## config.mk

```make
export PLATFORM = sky130hd
export DESIGN_NAME = code_sequencer
export DESIGN_NICKNAME = d
export VERILOG_FILES = /design/src/rtl/code_sequencer.sv
export SDC_FILE = /design/constraint.sdc
export NUM_CORES = 1
export LEC_CHECK = 0
export ABC_AREA = 1
export CELL_PAD_IN_SITES_DETAIL_PLACEMENT = 0
export CELL_PAD_IN_SITES_GLOBAL_PLACEMENT = 1
export CORE_ASPECT_RATIO = 0.8
export CORE_UTILIZATION = 35
export DETAILED_ROUTE_END_ITERATION = 10
export GPL_TIMING_DRIVEN = 1
export HOLD_SLACK_MARGIN = 0.1
export PLACE_DENSITY_LB_ADDON = 0.1
export SYNTH_ARGS = -nofsm -noshare
export SYNTH_HDL_FRONTEND = slang
export SYNTH_SLANG_ARGS = --single-unit
```

## constraint.sdc

```tcl
create_clock -name clk -period 7.69 [get_ports clk]
set_clock_uncertainty 0.2 [all_clocks]
set_input_delay 2.307 -clock clk [delete_from_list [all_inputs] [get_ports clk]]
set_output_delay 2.307 -clock clk [all_outputs]
set_load 0.05 [all_outputs]
```

## src/rtl/code_sequencer.sv

```systemverilog
`default_nettype none
// ============================================================================
// Module      : code_sequencer
// Description : Controller for the code storage block. Loads a program into
//               storage over a valid/ready stream, then sequences execution:
//               restarts the storage line counter, advances one line per
//               cycle, honours stall, and stops on a halt word or at the end
//               of the loaded program.
// Revision    : 1.0 - initial release
// ----------------------------------------------------------------------------
// Optional feature macro: BREAKPOINT_EN
//   When defined, adds bp_en/bp_line/resume and a PAUSE state that stops
//   execution on a chosen line until resume is pulsed.
// ----------------------------------------------------------------------------
// Ports
//   clk               in   1          clock, all state on rising edge
//   reset             in   1          asynchronous active-high reset
//   load_start        in   1          IDLE/DONE: begin program load at line 0
//   load_valid        in   1          load beat valid
//   load_ready        out  1          controller accepts the current beat
//   load_data         in   CODE_SIZE  code word of current beat
//   load_last         in   1          current beat is the final program word
//   run_start         in   1          IDLE/DONE: start execution (prog_len>0)
//   stall             in   1          RUN: hold the current line
//   abort             in   1          any state: return to IDLE
//   code              in   CODE_SIZE  storage: word at current line
//   code_index        in   32         storage: current line number
//   store_active      out  1          storage: advance line counter
//   store_reset       out  1          storage: clear line counter
//   store_is_write    out  1          storage: write enable
//   store_write_line  out  32         storage: write address
//   store_write_data  out  CODE_SIZE  storage: write data
//   prog_len          out  32         lines loaded by last completed load
//   exec_count        out  32         active cycles in current/last run
//   state             out  3          IDLE=0 LOAD=1 RUN=2 DONE=3 PAUSE=4
//   overflow          out  1          sticky: load filled storage w/o last
//   bp_en/bp_line/resume (BREAKPOINT_EN only) breakpoint control
// ============================================================================
module code_sequencer #(
  parameter int                   CODE_SIZE = 12,
  parameter int                   MAX_LINES = 100,
  parameter logic [CODE_SIZE-1:0] HALT_CODE = '1
) (
  input  logic                 clk,
  input  logic                 reset,
  input  logic                 load_start,
  input  logic                 load_valid,
  output logic                 load_ready,
  input  logic [CODE_SIZE-1:0] load_data,
  input  logic                 load_last,
  input  logic                 run_start,
  input  logic                 stall,
  input  logic                 abort,
  input  logic [CODE_SIZE-1:0] code,
  input  logic [31:0]          code_index,
  output logic                 store_active,
  output logic                 store_reset,
  output logic                 store_is_write,
  output logic [31:0]          store_write_line,
  output logic [CODE_SIZE-1:0] store_write_data,
  output logic [31:0]          prog_len,
  output logic [31:0]          exec_count,
  output logic [2:0]           state,
  output logic                 overflow
`ifdef BREAKPOINT_EN
  ,
  input  logic                 bp_en,
  input  logic [31:0]          bp_line,
  input  logic                 resume
`endif
);

  typedef enum logic [2:0] {
    S_IDLE  = 3'd0,
    S_LOAD  = 3'd1,
    S_RUN   = 3'd2,
    S_DONE  = 3'd3,
    S_PAUSE = 3'd4
  } state_t;

  localparam logic [31:0] c_MAX_LINES = 32'(MAX_LINES);
  localparam logic [31:0] c_LAST_LINE = 32'(MAX_LINES - 1);

  state_t      state_q,      state_d;
  logic [31:0] load_count_q, load_count_d;
  logic [31:0] prog_len_q,   prog_len_d;
  logic [31:0] exec_count_q, exec_count_d;
  logic        overflow_q,   overflow_d;
`ifdef BREAKPOINT_EN
  // Set on resume so the breakpoint line itself does not re-trigger PAUSE.
  logic        bp_skip_q,    bp_skip_d;
`endif

  logic w_handshake;
  logic w_end_cond;

  assign load_ready  = (state_q == S_LOAD) && (load_count_q < c_MAX_LINES);
  assign w_handshake = load_valid && load_ready;
  assign w_end_cond  = (code == HALT_CODE) || (code_index >= prog_len_q);

  // --------------------------------------------------------------------------
  // State and counter registers
  // --------------------------------------------------------------------------
  always_ff @(posedge clk or posedge reset) begin
    if (reset) begin
      state_q      <= S_IDLE;
      load_count_q <= '0;
      prog_len_q   <= '0;
      exec_count_q <= '0;
      overflow_q   <= 1'b0;
`ifdef BREAKPOINT_EN
      bp_skip_q    <= 1'b0;
`endif
    end else begin
      state_q      <= state_d;
      load_count_q <= load_count_d;
      prog_len_q   <= prog_len_d;
      exec_count_q <= exec_count_d;
      overflow_q   <= overflow_d;
`ifdef BREAKPOINT_EN
      bp_skip_q    <= bp_skip_d;
`endif
    end
  end

  // --------------------------------------------------------------------------
  // Next-state and storage strobes
  // --------------------------------------------------------------------------
  always_comb begin
    state_d        = state_q;
    load_count_d   = load_count_q;
    prog_len_d     = prog_len_q;
    exec_count_d   = exec_count_q;
    overflow_d     = overflow_q;
    store_active   = 1'b0;
    store_reset    = 1'b0;
    store_is_write = 1'b0;
`ifdef BREAKPOINT_EN
    bp_skip_d      = 1'b0;
`endif

    case (state_q)
      S_IDLE, S_DONE: begin
        // A new load takes precedence over starting execution.
        if (load_start) begin
          state_d      = S_LOAD;
          load_count_d = '0;
          overflow_d   = 1'b0;
        end else if (run_start && (prog_len_q != '0)) begin
          state_d      = S_RUN;
          exec_count_d = '0;
          store_reset  = 1'b1;
        end
      end

      S_LOAD: begin
        if (w_handshake) begin
          store_is_write = 1'b1;
          load_count_d   = load_count_q + 32'd1;
          if (load_last) begin
            prog_len_d = load_count_q + 32'd1;
            state_d    = S_IDLE;
          end else if (load_count_q == c_LAST_LINE) begin
            // Storage is full but the program has not ended: keep what fits.
            prog_len_d = c_MAX_LINES;
            overflow_d = 1'b1;
            state_d    = S_IDLE;
          end
        end
      end

      S_RUN: begin
        // End condition beats stall and breakpoints; the halt line is
        // never advanced past.
        if (w_end_cond) begin
          state_d = S_DONE;
`ifdef BREAKPOINT_EN
        end else if (bp_en && (code_index == bp_line) && !bp_skip_q) begin
          state_d = S_PAUSE;
`endif
        end else begin
          store_active = !stall;
          if (!stall) begin
            exec_count_d = exec_count_q + 32'd1;
          end
        end
      end

`ifdef BREAKPOINT_EN
      S_PAUSE: begin
        if (resume) begin
          state_d   = S_RUN;
          bp_skip_d = 1'b1;
        end
      end
`endif

      default: begin
        state_d = S_IDLE;
      end
    endcase

    // Abort overrides everything: the current cycle's storage strobes and
    // counter updates are dropped and prog_len keeps its last value.
    if (abort) begin
      state_d        = S_IDLE;
      load_count_d   = load_count_q;
      prog_len_d     = prog_len_q;
      exec_count_d   = exec_count_q;
      overflow_d     = overflow_q;
      store_active   = 1'b0;
      store_reset    = 1'b0;
      store_is_write = 1'b0;
`ifdef BREAKPOINT_EN
      bp_skip_d      = 1'b0;
`endif
    end
  end

  assign store_write_line = load_count_q;
  assign store_write_data = load_data;
  assign prog_len         = prog_len_q;
  assign exec_count       = exec_count_q;
  assign state            = state_q;
  assign overflow         = overflow_q;

endmodule
`default_nettype wire

```

== Word-level counts from Yosys, hierarchy flattened ==
Index checks and enable logic that the tools add are counted.
Cells by class
  equality and inequality tests: 17
  mux-type cells: 33
  bitwise logic cells: 1
  add/sub/neg operators: 2
  magnitude comparators: 2
  reduce and logical (&&, ||, !) cells: 16
Operators with widths (count)
  two-way mux 32 bit: 8
  one-hot mux 32 bit (2 select lines): 2
  adder 32 x 1 -> 32 bit (second input constant): 2
  == test 32 x 7 -> 1 bit (second input constant): 1
  >= comparator 32 bit: 1
  < comparator 32 x 7 -> 1 bit (second input constant): 1
  nonzero test 32 bit: 1
  two-way mux 3 bit: 7
  two-way mux 1 bit: 14
  != test 2 bit (second input constant): 7
  == test 12 bit (second input constant): 1
  AND reduction 4 bit: 3
  AND reduction 6 bit: 2
  one-hot mux 3 bit (3 select lines): 1
  == test 3 x 2 -> 1 bit (second input constant): 2
  != test 3 bit (second input constant): 2
  nonzero test 2 bit: 3
  != test 4 x 3 -> 1 bit (second input constant): 1
  != test 4 bit (second input constant): 1
  == test 3 x 1 -> 1 bit (second input constant): 1
  logical AND 1 bit: 3
  zero test 3 bit: 1
  != test 2 x 1 -> 1 bit (second input constant): 1
  one-hot mux 1 bit (2 select lines): 1
  other kinds (4): 4
Word-level totals
  word-level logic and storage cells: 76
  output and inout bits: 116
  bits in registers: 100
  input port bits: 64

== Depth between registers and ports, before layout ==
  depth in word-level cells: 6
  depth in mapped cells: 18
  gate-level depth less buffers: 17

== Least setup slack after synthesis ==
Ideal clock, no wire load.
  path kind: input -> output
  start: input code_index[15]
  end: output store_active
  stages: 9
  path buffers: 0
  slack: 1306 ps
  data arrival time: 3877 ps
  path through: ha_1 a21o_1 nor2_1 nand2_1 nor2_1 nand2_1 nand2_1 nand4_1 nor2_1
Between the ends
  word-level cells in the longest chain between the ends: 5
RTL lines
  start: declaration: RTL line 55  | input logic [31:0] code_index,
  >= comparator 32 bit: RTL line 99  | assign w_end_cond = (code == HALT_CODE) || (code_index >= prog_len_q);
  logical OR 1 bit: RTL line 99
  two-way mux 1 bit: RTL line 175  | if (w_end_cond) begin
  two-way mux 1 bit: RTL line 142  | case (state_q)
  two-way mux 1 bit: RTL line 205  | if (abort) begin
  end: declaration: RTL line 56  | output logic store_active,
No other way between the ends.

== Worst setup path in the final report ==
  start: input code_index[3]
  end: output store_active
The elaborated chain is that of the path after synthesis.

==> metrics.md <==
| Metric | Value |
|---|---|
| Logic pwr share | `47.9%` |
| Initial antenna violation count | `0` |
| Hold Path Origin | `overflow` |
| Setup violators final | `0` |
| Post_cts resized | `0` |
| Ant diodes | `0` |
| Die height | `121 um` |
| Asr flop ratio synth | `100%` |
| CP bufs+invs | `2` |
| RSZ-0062 raised after global routing | `no` |
| Post-CTS setup repair buffer count | `0` |
| Root Buffer | `clkbuf_16` |
| Post-Syn Nets | `917` |
| Residual DRC | `0` |
| Vias in the first global route | `5019` |
| CTS Hold Bufs | `0` |
| Total GRT Usage | `19.5%` |
| Total routed wirelength | `17200 um` |
| Drt via density | `4.64` |
| Fin. max-slew vios | `0` |
| Largest net degree at the start of global routing | `60` |
| Worst hold path class | `flop to flop` |
| Worst reg2reg path depth | `7` |
| Required time of the critical path | `5.18 ns` |
| Adder-cell share of the synthesized area | `7.30%` |
| Reg2reg setup slack | `4.48 ns` |
| Slowest stage delay, CP | `0.42 ns` |
| Slew @ Worst Pin | `1.02 ns` |
| Post-Syn Area | `6170 um2` |
| Layout cells sized above 1 | `6.90%` |
| Clk buf depth | `2` |
| Clock share of power | `21.7%` |
| Main combinational cell family by area after synthesis | `simple AND/OR/NAND/NOR gates` |
| Main synth FF type | `dfrtp_1` |
| Fmax | `150 MHz` |
| PD cells | `276 nW/um2` |
| Reg power frac | `30.4%` |
| Hpwl dp | `13100 um` |
| Sequential cell area fraction in the yosys report | `40.2%` |
| Tcrit/Tclk final | `86.5%` |
| Detailed Route Iter0 Violations | `280` |
| # rows | `43` |
| # fillers | `1743` |
| Post-Place Worst Slack | `1.02 ns` |
| Crit path max-delay family | `simple AND/OR/NAND/NOR gates` |
| Yosys warns | `0` |
| Slowest library cell on the worst path | `clkdlybuf4s50_1` |
| Clk sink count | `99` |
| Status | `finished clean` |
| FF-to-FF Start | `state[0]` |
| Post-synthesis simple-gate area fraction | `34.3%` |
| CP endpoint kind | `output port` |
| Critical path launch point | `code_index[3]` |
| Gpl congestion | `0.862` |
| Syn Area/Cell | `7.55 um2` |
| R2r endpoint | `exec_count[23]` |
| Final Hold Fails | `0` |
| Initial core utilization | `35.7%` |
| Sum Neg Setup Slack | `0 ns` |
| Multi-input gate area | `3020 um2` |
| Mux share of post-synthesis cell area | `0%` |
| # IOs | `180` |
| Peak supply drop | `0.113 mV` |
| Commonest non-fill, non-tap cell in the layout | `nand2_1` |
| Vias | `5484` |
| Cells on Worst Hold Path | `2` |
| Total grt overflow | `0` |
| Syn Inst Count | `817` |
| Placeable Area | `17300 um2` |
| Sw Share | `45.7%` |
| Worst-path clk slew | `0.07 ns` |
| Hold endpoint | `overflow` |
| Critical path class | `primary input to output port` |
| EDFF count, synth | `0` |
| Die width | `150 um` |
| P_leak | `3.67 nW` |
| Crit-path cells | `clkdlybuf4s50_1 -> ha_1 -> a21oi_1 -> nand2_1 -> nand2_1 -> nand2_1 -> nand2_1 -> nand2_1 -> nand2_1 -> nand4_1 -> nor2_1 -> buf_4` |
| Worst path most repeated cell | `nand2_1` |
| Antenna viol nets, final | `0` |
| Seq cells post-synth | `99` |
| First-pass GRT wire length | `27200 um` |
| Port-buffer cells | `154` |
| Drt pass-1 iters | `4` |
| Switching pwr | `0.00102 W` |
| Post-Synth XOR/XNOR Area | `1.99%` |
| CP arrival | `4.15 ns` |
| CP max FO | `4` |
| CTS buffer count | `9` |
| Crit start category | `primary input` |
| H-tree Lvls | `3` |
| Synth-to-layout area growth | `30.9%` |
| Max Cap Viol | `0` |
| Final min period | `6.65 ns` |
| Die ar. | `18200 um2` |
| Skew-Pair Late Insertion Delay | `0.35 ns` |
| Relative slew slack | `31.9%` |
| Synth Area in Compound Gates | `5.27%` |
| Int Pwr | `0.00121 W` |
| Drt wl/cell | `14.5 um` |
| Storage cell area | `2480 um2` |
| Final worst setup slack | `1.04 ns` |
| Post-synth cell types | `41` |
| Most frequent cells in the layout | `196 x nand2_1, 153 x clkdlybuf4s50_1, 138 x nor2_1` |
| Nets | `1052` |
| CTS tree | `built` |
## worst reg2reg max path: stages, from the launching register on
cell and delay (ns):
dfrtp_1 0.42, inv_1 0.07, ha_1 0.53, o211ai_1 0.21, a21oi_4 0.76, nand2_2 0.64
nand2_1 0.20, nand2_1 0.06
## cells in the mapped netlist (3+ instances only)
cell type	count	area [um2]
nand2_1	196	736
a22oi_1	3	22.5
inv_1	113	424
nor3_1	15	75.1
clkbuf_1	3	11.3
nor3_2	6	60.1
xor2_1	9	78.8
buf_6	7	78.8
nor2_1	138	518
buf_2	6	30.0
nand3b_1	4	30.0
ha_1	36	450
xnor2_1	5	43.8
o21ai_0	11	55.1
o21ai_2	8	70.1
a21o_1	3	22.5
a31oi_1	3	18.8
nand4_1	12	75.1
nor2_4	6	67.6
nand3_2	4	40.0
dfrtp_1	99	2480
a21oi_1	18	90.1
nand2_2	9	56.3
nor2_2	4	25.0
nand3_1	63	315
buf_4	15	113
## power groups by stage
| stage | sequential, W | combinational [W] | clock, W |
|---|---|---|---|
| 6_report | 0.000676 | 0.00107 | 0.000482 |
| 3_3_place_gp | 0.000683 | 0.00108 | 0 |
| 5_1_grt | 0.000688 | 0.00116 | 0.000524 |
| 3_5_place_dp | 0.000687 | 0.00108 | 0 |
| 2_1_floorplan | 0.000987 | 0.000456 | 0 |
| 4_1_cts | 0.000678 | 0.00108 | 0.000504 |
## through the flow
stage	hold slack, ns	cells	instance area, um2	utilization, %	total power, W
after floorplan	0.540	817	6170	-	0.00144
after global placement	0.288	1166	7770	45.0	0.00176
after detailed placement	0.288	1166	7770	45.0	0.00176
after CTS	0.314	1182	8080	46.8	0.00226
after global routing	0.341	1182	8080	46.8	0.00238
final	0.308	1182	8080	46.8	0.00223
## logic make-up after synthesis
kind of cell,count (synthesis)
other cells,1
flops,99
simple gates,468
compound gates,51
xor+xnor,14
fa+ha+maj,36
buf+inv,148
## registers in the layout (all words and copies together) (netlist names)
signal	cells
overflow	1
store_write_line	32
prog_len	32
state	2
exec_count	32
## cell type report
type / count / share of cell area (%)
Clock buffer: 10 / 2.96
Clock inverter: 6 / 0.868
Inverter: 117 / 5.53
Multi-Input combinational cell: 570 / 37.3
Sequential cell: 99 / 30.7
Tap cell: 225 / 3.49
Timing Repair Buffer: 155 / 19.1
## routing by layer
layer	wire, um	vias up	global-route usage (%)
met4	159	0	4.61
met1	9080	2483	29.8
li1	-	2833	-
met3	1160	12	5.40
met2	6780	156	26.6
met5	0	-	0
## how the worst max path moves through the flow
stage / end / slack [ns] / depth (start not counted)
global route: store_active / 0.80 / 12
global placement: store_active / 1.05 / 11
detailed placement: store_active / 1.02 / 12
CTS: store_active / 1.00 / 12
finish: store_active / 1.04 / 12
floorplan: store_active / 1.31 / 9
No activity file was read; power rests on OpenSTA's default activity.
